$ cat config.mk
export PLATFORM = sky130hd
export DESIGN_NAME = mux_stream_nto1
export DESIGN_NICKNAME = d
export VERILOG_FILES = /design/src/rtl/mux_stream_nto1_pkg.sv /design/src/rtl/mux_stream_nto1_rr_arbiter.sv /design/src/rtl/mux_stream_nto1.sv
export SDC_FILE = /design/constraint.sdc
export NUM_CORES = 1
export LEC_CHECK = 0
export ABC_AREA = 1
export CELL_PAD_IN_SITES_DETAIL_PLACEMENT = 1
export CELL_PAD_IN_SITES_GLOBAL_PLACEMENT = 1
export CORE_ASPECT_RATIO = 1.4
export CORE_UTILIZATION = 23
export DETAILED_ROUTE_END_ITERATION = 10
export GPL_TIMING_DRIVEN = 0
export PLACE_DENSITY = 0.8
export SLEW_MARGIN = 5
export SYNTH_ARGS = -nofsm -noshare
export SYNTH_HDL_FRONTEND = slang
export SYNTH_SLANG_ARGS = --single-unit
export TNS_END_PERCENT = 30
$ cat constraint.sdc
create_clock -name Clk -period 1.2 [get_ports Clk]
set_input_delay 0.36 -clock Clk [delete_from_list [all_inputs] [get_ports Clk]]
set_output_delay 0.36 -clock Clk [all_outputs]
set_load 0.005 [all_outputs]
$ cat src/rtl/mux_stream_nto1_pkg.sv
// Shared constants and helpers for the N-to-1 registered stream multiplexer.
package mux_stream_nto1_pkg;

    localparam int MODE_SELECT = 0;
    localparam int MODE_RR     = 1;

    // ceil(log2(n)), never less than 1 so a select port always has a bit.
    function automatic int clog2_min1(input int n);
        int r;
        r = 0;
        for (int i = 0; i < 31; i++) begin
            if ((1 << i) < n) r = i + 1;
        end
        return (r < 1) ? 1 : r;
    endfunction

endpackage

$ cat src/rtl/mux_stream_nto1_rr_arbiter.sv
// Combinational round-robin arbiter: searches from ptr+1 upward with wrap and
// returns the one-hot grant, its index and the pointer to use next cycle.
module mux_stream_nto1_rr_arbiter
    import mux_stream_nto1_pkg::*;
#(
    parameter  int N     = 4,
    localparam int SEL_W = clog2_min1(N)
) (
    input  logic [N-1:0]     i_req,
    input  logic [SEL_W-1:0] i_ptr,
    input  logic             i_advance,
    output logic [N-1:0]     o_grant,
    output logic [SEL_W-1:0] o_idx,
    output logic [SEL_W-1:0] o_ptr_nxt
);

    logic             w_found;
    logic [SEL_W-1:0] w_c;

    always_comb begin
        o_grant = '0;
        o_idx   = '0;
        w_found = 1'b0;
        w_c     = '0;
        for (int k = 1; k <= N; k++) begin
            w_c = SEL_W'((32'(i_ptr) + 32'(k)) % 32'(N));
            if (!w_found && i_req[w_c]) begin
                w_found    = 1'b1;
                o_grant[w_c] = 1'b1;
                o_idx      = w_c;
            end
        end
    end

    assign o_ptr_nxt = i_advance ? o_idx : i_ptr;

endmodule

$ cat src/rtl/mux_stream_nto1.sv
// N-input registered stream mux with valid/ready on every channel; grant is
// either Sel-driven or round-robin, and the output is a single pipeline stage.
module mux_stream_nto1
    import mux_stream_nto1_pkg::*;
#(
    parameter  int WIDTH  = 32,
    parameter  int NUM_IN = 4,
    parameter  int MODE   = MODE_SELECT,
    localparam int SEL_W  = clog2_min1(NUM_IN)
) (
    input  logic                    Clk,
    input  logic                    Reset_n,
    input  logic [NUM_IN*WIDTH-1:0] InData,
    input  logic [NUM_IN-1:0]       InValid,
    output logic [NUM_IN-1:0]       InReady,
    input  logic [SEL_W-1:0]        Sel,
    output logic [WIDTH-1:0]        OutData,
    output logic                    OutValid,
    input  logic                    OutReady,
    output logic [SEL_W-1:0]        OutSrc,
    output logic                    SelErr,
    output logic [15:0]             XferCount
);

    logic              w_load;
    logic              w_any;
    logic              w_accept;
    logic              w_sel_bad;
    logic [NUM_IN-1:0] w_grant;
    logic [SEL_W-1:0]  w_idx;
    logic [WIDTH-1:0]  w_data;

    logic              r_out_valid;
    logic [WIDTH-1:0]  r_out_data;
    logic [SEL_W-1:0]  r_out_src;
    logic              r_sel_err;
    logic [15:0]       r_xfer_cnt;

    assign w_load    = !r_out_valid || OutReady;
    assign w_any     = |w_grant;
    assign w_accept  = w_load && w_any;
    assign w_sel_bad = (MODE == MODE_SELECT) && (32'(Sel) >= 32'(NUM_IN));

    generate
        if (MODE == MODE_RR) begin : g_rr
            logic [SEL_W-1:0] r_ptr;
            logic [SEL_W-1:0] w_ptr_nxt;

            mux_stream_nto1_rr_arbiter #(.N(NUM_IN)) u_arb (
                .i_req     (InValid),
                .i_ptr     (r_ptr),
                .i_advance (w_accept),
                .o_grant   (w_grant),
                .o_idx     (w_idx),
                .o_ptr_nxt (w_ptr_nxt)
            );

            // Starting at NUM_IN-1 makes channel 0 the first in line after reset.
            always_ff @(posedge Clk or negedge Reset_n) begin
                if (!Reset_n) r_ptr <= SEL_W'(NUM_IN - 1);
                else          r_ptr <= w_ptr_nxt;
            end
        end else begin : g_sel
            always_comb begin
                w_grant = '0;
                for (int i = 0; i < NUM_IN; i++) begin
                    w_grant[i] = (Sel == SEL_W'(i)) && InValid[i];
                end
            end
            assign w_idx = Sel;
        end
    endgenerate

    // AND-OR select keeps an out-of-range Sel from ever indexing past InData.
    always_comb begin
        w_data = '0;
        for (int i = 0; i < NUM_IN; i++) begin
            if (w_grant[i]) w_data = w_data | InData[i*WIDTH +: WIDTH];
        end
    end

    assign InReady = w_load ? w_grant : '0;

    always_ff @(posedge Clk or negedge Reset_n) begin
        if (!Reset_n) begin
            r_out_valid <= 1'b0;
            r_out_data  <= '0;
            r_out_src   <= '0;
            r_sel_err   <= 1'b0;
            r_xfer_cnt  <= '0;
        end else begin
            if (w_load) r_out_valid <= w_any;
            if (w_accept) begin
                r_out_data <= w_data;
                r_out_src  <= w_idx;
            end
            if (w_sel_bad && |InValid) r_sel_err <= 1'b1;
            if (r_out_valid && OutReady) r_xfer_cnt <= r_xfer_cnt + 16'd1;
        end
    end

    assign OutData   = r_out_data;
    assign OutValid  = r_out_valid;
    assign OutSrc    = r_out_src;
    assign SelErr    = r_sel_err;
    assign XferCount = r_xfer_cnt;

endmodule

Word-level counts from Yosys, hierarchy flattened
Cells that the tools add are included.
- add/sub/neg operators: 1
- equal/unequal tests: 3
- mux-type cells: 5
- bitwise gates (word level): 3
- reductions and logical operators: 10
- operator list (operator ; number):
    $mux W32 ; 4
    $or A32 B32 Y32 ; 3
    $add A16 B1 Y16 const B ; 1
    $logic_and A1 B1 Y1 ; 6
    $eq A2 B2 Y1 const B ; 2
    $mux W4 ; 1
    $reduce_or A4 Y1 ; 1
    $eq A2 B1 Y1 const B ; 1
    $logic_not A2 Y1 ; 1
    $logic_not A1 Y1 ; 1
    $logic_or A1 B1 Y1 ; 1
- register bits after elaboration: 51
- output and inout port bits: 56
- logic and storage cells: 26

Depth between registers and ports, before layout
- depth in word-level cells: 9
- mapped depth: 8
- mapped depth without buffers: 7

Worst setup path after synthesis
No wires, ideal clock.
- kind: register to register
- start: register r_xfer_cnt[0] (netlist: XferCount[0])
- end: register r_xfer_cnt[8] (netlist: XferCount[8])
- setup time: 0.118 ns
- arrival time: 1.223 ns
- path slack: -0.141 ns
- cell stages (with the launch flop): 7
- clock period less this slack: 1.341 ns
- path through: dfrtp_1 ha_1 inv_1 nor3_2 nand2_1 xor2_1 inv_1
- cells in the longest elaborated chain, start to end: 1
- ends and longest elaborated chain (what ; line ; source):
    start, declared ; mux_stream_nto1.sv:37 ; logic [15:0] r_xfer_cnt;
    start signal, assigned ; mux_stream_nto1.sv:98 ; if (r_out_valid && OutReady) r_xfer_cnt <= r_xfer_cnt + 16'd1;
    $add A16 B1 Y16 ; mux_stream_nto1.sv:98 ;
No other way between the ends.
A chain may end at the register's enable or synchronous reset.

Worst setup path after layout
- start: register r_out_valid (netlist: OutValid)
- end: output port InReady[1]
- cells in the longest elaborated chain, start to end: 3
- ends and longest elaborated chain (what ; line ; source):
    start, declared ; mux_stream_nto1.sv:33 ; logic r_out_valid;
    start signal, assigned ; mux_stream_nto1.sv:92 ; if (w_load) r_out_valid <= w_any;
    $logic_not A1 Y1 ; mux_stream_nto1.sv:39 ; assign w_load = !r_out_valid || OutReady;
    $logic_or A1 B1 Y1 ; mux_stream_nto1.sv:39 ;
    $mux W4 ; mux_stream_nto1.sv:82 ; assign InReady = w_load ? w_grant : '0;
    end, declared ; mux_stream_nto1.sv:15 ; output logic [NUM_IN-1:0] InReady,
No other way between the ends.

==> flow_summary.toml <==
[finish]
nNetsFinal = 833
nFillCells = 1703
final_common_cell = "nand4_1"
drive_above_1_share_pct = 28.0
final_cell_mix = "134 x nand4_1, 128 x clkdlybuf4s50_1, 100 x nand2_1"
multi_input_area_mm2 = 0.00194
n_antenna_cell = 0
synthToLayoutAreaGrowth_pct = 80.6
final-seq-area_mm2 = 0.00128

[global_routing]
grt_overflow = 0
antenna_found_initial = 0
grt_max_degree = 30
grt_pass1_wl_um = 25600
grt_use_total_pct = 22.7
grt_pass1_vias = 5038

[placement]
dp_slack_ns = -1.10
hpwl_um = 12200
port_buffers = 187
place_congestion = 0.853

[die]
die_area_mm2 = 0.0148
ioPinCount = 193
die_y_um = 144
core_area_mm2 = 0.0140
initial_core_util_pct = 23.6
die_x_um = 103
rows = 51

[clock_network]
clk_pin_slew_ns = 0.08
cts_tree = "yes"
clk-insertion-delay-late_ns = 0.29
htreeDepth = 2
cts_max_path_buffers = 2
cts_root_buf = "clkbuf_16"
cts_sinks = 51
hold_buffers = 0
cts_buffers = 5

[setup_path]
required_ns = 0.84
worstReg2RegStart = "OutValid"
worstPathCellList = "inv_2 > nor2_4 > nor2_1 > buf_2"
critPathSlowestCell = "dfrtp_1"
cp.arrival_ns = 1.11
r2r-end = "XferCount[5]"
critPathCaptureType = "output pin"
slowest_delay_ns = 0.41
ff2ff_path_depth = 6
critPathLaunchType = "flop"
worstSetupPathType = "flop to output pin"
worst-path-max-fanout = 5
crit_buf_inv = 2
crit_family = "flip-flops"
r2r_slack_ns = -0.17

[sta]
min_period_over_period_pct = 123
hold_viol = 0
min_period_ns = 1.47
skew_ns = 0.00479
setup_ws_ns = -0.273
finalSetupViolations = 57
relSlewSlack_pct = 58.7
rsz0062_at_grt = "yes"
slew_violations = 0
worst_pin_slew_ns = 0.620
whs_ns = 0.0720
fmax_ghz = 0.679

[drt]
wire_per_inst_um = 19.8
num_vias = 4682
drc = 0
postRouteAntennaNets = 0
first_iter_violations = 198
drt-vias-per-instance = 5.31
drtPass1Iterations = 5
finalWirelength_um = 17500

[job]
maxCapViolations = 0

[pwr]
peakVddDrop_v = 0.000593
p_leak_nw = 2.73
pwr_density_cell_mw_per_mm2 = 1060

[yosys]
syn-num-nets = 594
syn_area_mm2 = 0.00330
ys_seq_area_share_pct = 38.7
ys_seq_elements = 51
synthCells = 456
synth.distinct_cells = 20
yosys_warnings = 0
synth_area_per_cell_um2 = 7.23

[outcome]
outcome = "finished, violations left"
violations = "negative setup slack"

[hold_path]
hold_class = "primary input to asynchronous set/reset pin"
synthesized netlist by cell type:
master	count	share of area, %
nand4_1	134	25
nand2_1	130	15
dfrtp_1	51	39
nand3_1	41	6.2
clkbuf_1	22	2.5
buf_2	19	2.9
inv_1	15	1.7
nor2_1	14	1.6
xor2_1	6	1.6
buf_1	4	0.46
xnor2_1	4	1.1
inv_2	3	0.34
nor3_1	3	0.46
nor2_2	2	0.38
nor3_2	2	0.61
o21ai_0	2	0.30
buf_4	1	0.23
conb_1	1	0.11
ha_1	1	0.38
o21ai_2	1	0.27
state kept, by name (all words and copies together), names as in the netlist:
signal	count
XferCount	16
OutSrc	2
OutData	32
OutValid	1
per-stage QoR:
step / instance area [um2] / total power, W / setup TNS [ns] / utilization [%] / std cells
global placement: 5540 / 0.00442 / -136.91 / 39.7 / 828
finish: 5960 / 0.00632 / -7.36 / 42.6 / 881
floorplan: 3440 / 0.00304 / -0.00582 / - / 456
detailed placement: 5560 / 0.00451 / -45.62 / 39.8 / 829
CTS: 5950 / 0.00615 / -12.14 / 42.6 / 876
global route: 5960 / 0.00668 / -11.44 / 42.6 / 881
timing repair:
| item | CTS | global route |
|---|---|---|
| cloned | 6 | 0 |
| pin swaps | 10 | 31 |
| gates resized for setup | 196 | 82 |
| endpoints found under the setup margin | 104 | 96 |
| buffers inserted | 33 | 6 |
final cells by class:
class | count | area share (%)
plain buffers | 46 | 4.81
multi-input cells | 342 | 32.6
inverters | 18 | 1.26
well taps | 185 | 3.89
repair buffers | 231 | 33.5
flip-flops and latches | 51 | 21.4
clock inverters | 3 | 0.399
clock buffers | 5 | 2.10
worst max-delay path by stage:
| stage | cells past startpoint | from | endpoint | slack [ns] |
|---|---|---|---|---|
| after global routing | 4 | OutValid | InReady[2] | -0.32 |
| after floorplan | 6 | XferCount[0] | XferCount[8] | -0.006 |
| after detailed placement | 5 | Sel[0] | InReady[0] | -1.10 |
| after CTS | 4 | OutValid | InReady[2] | -0.26 |
| final | 4 | OutValid | InReady[1] | -0.27 |
| after global placement | 1 | Reset_n | OutData[13] | -1.84 |
routing by layer:
metal  global-route usage, %  up-vias  part of all wire (%)
li1                        -     2117                     -
met1                    25.8     2279                    38
met2                    41.2      235                    53
met3                    3.11       51                   5.8
met4                    10.5        0                   3.0
met5                       0        -                     0
cells by family after synthesis:
logic type,after synthesis,share of synthesized area [%]
AND/OR/NAND/NOR,326,49.5
buffers and inverters,64,8.12
flip-flops,51,38.7
XOR/XNOR,10,2.66
AO/OA/AOI/OAI,3,0.569
adder cells (fa/ha/maj),1,0.379
other,1,0.114
report_power, final:
part	switching, W	internal (W)	leakage [nW]
Sequential	0.000210	0.00202	0.649
Combinational	0.00125	0.00135	2.02
Clock	0.000713	0.000783	0.0664
Total	0.00217	0.00415	2.73
worst reg2reg max path: stages (launching register included):
cell and delay (ns):
dfrtp_1 0.41, buf_6 0.12, buf_4 0.10, nand2_2 0.13
nor3_4 0.26, buf_4 0.17, xor2_1 0.13
No activity file was read; power rests on OpenSTA's default activity.
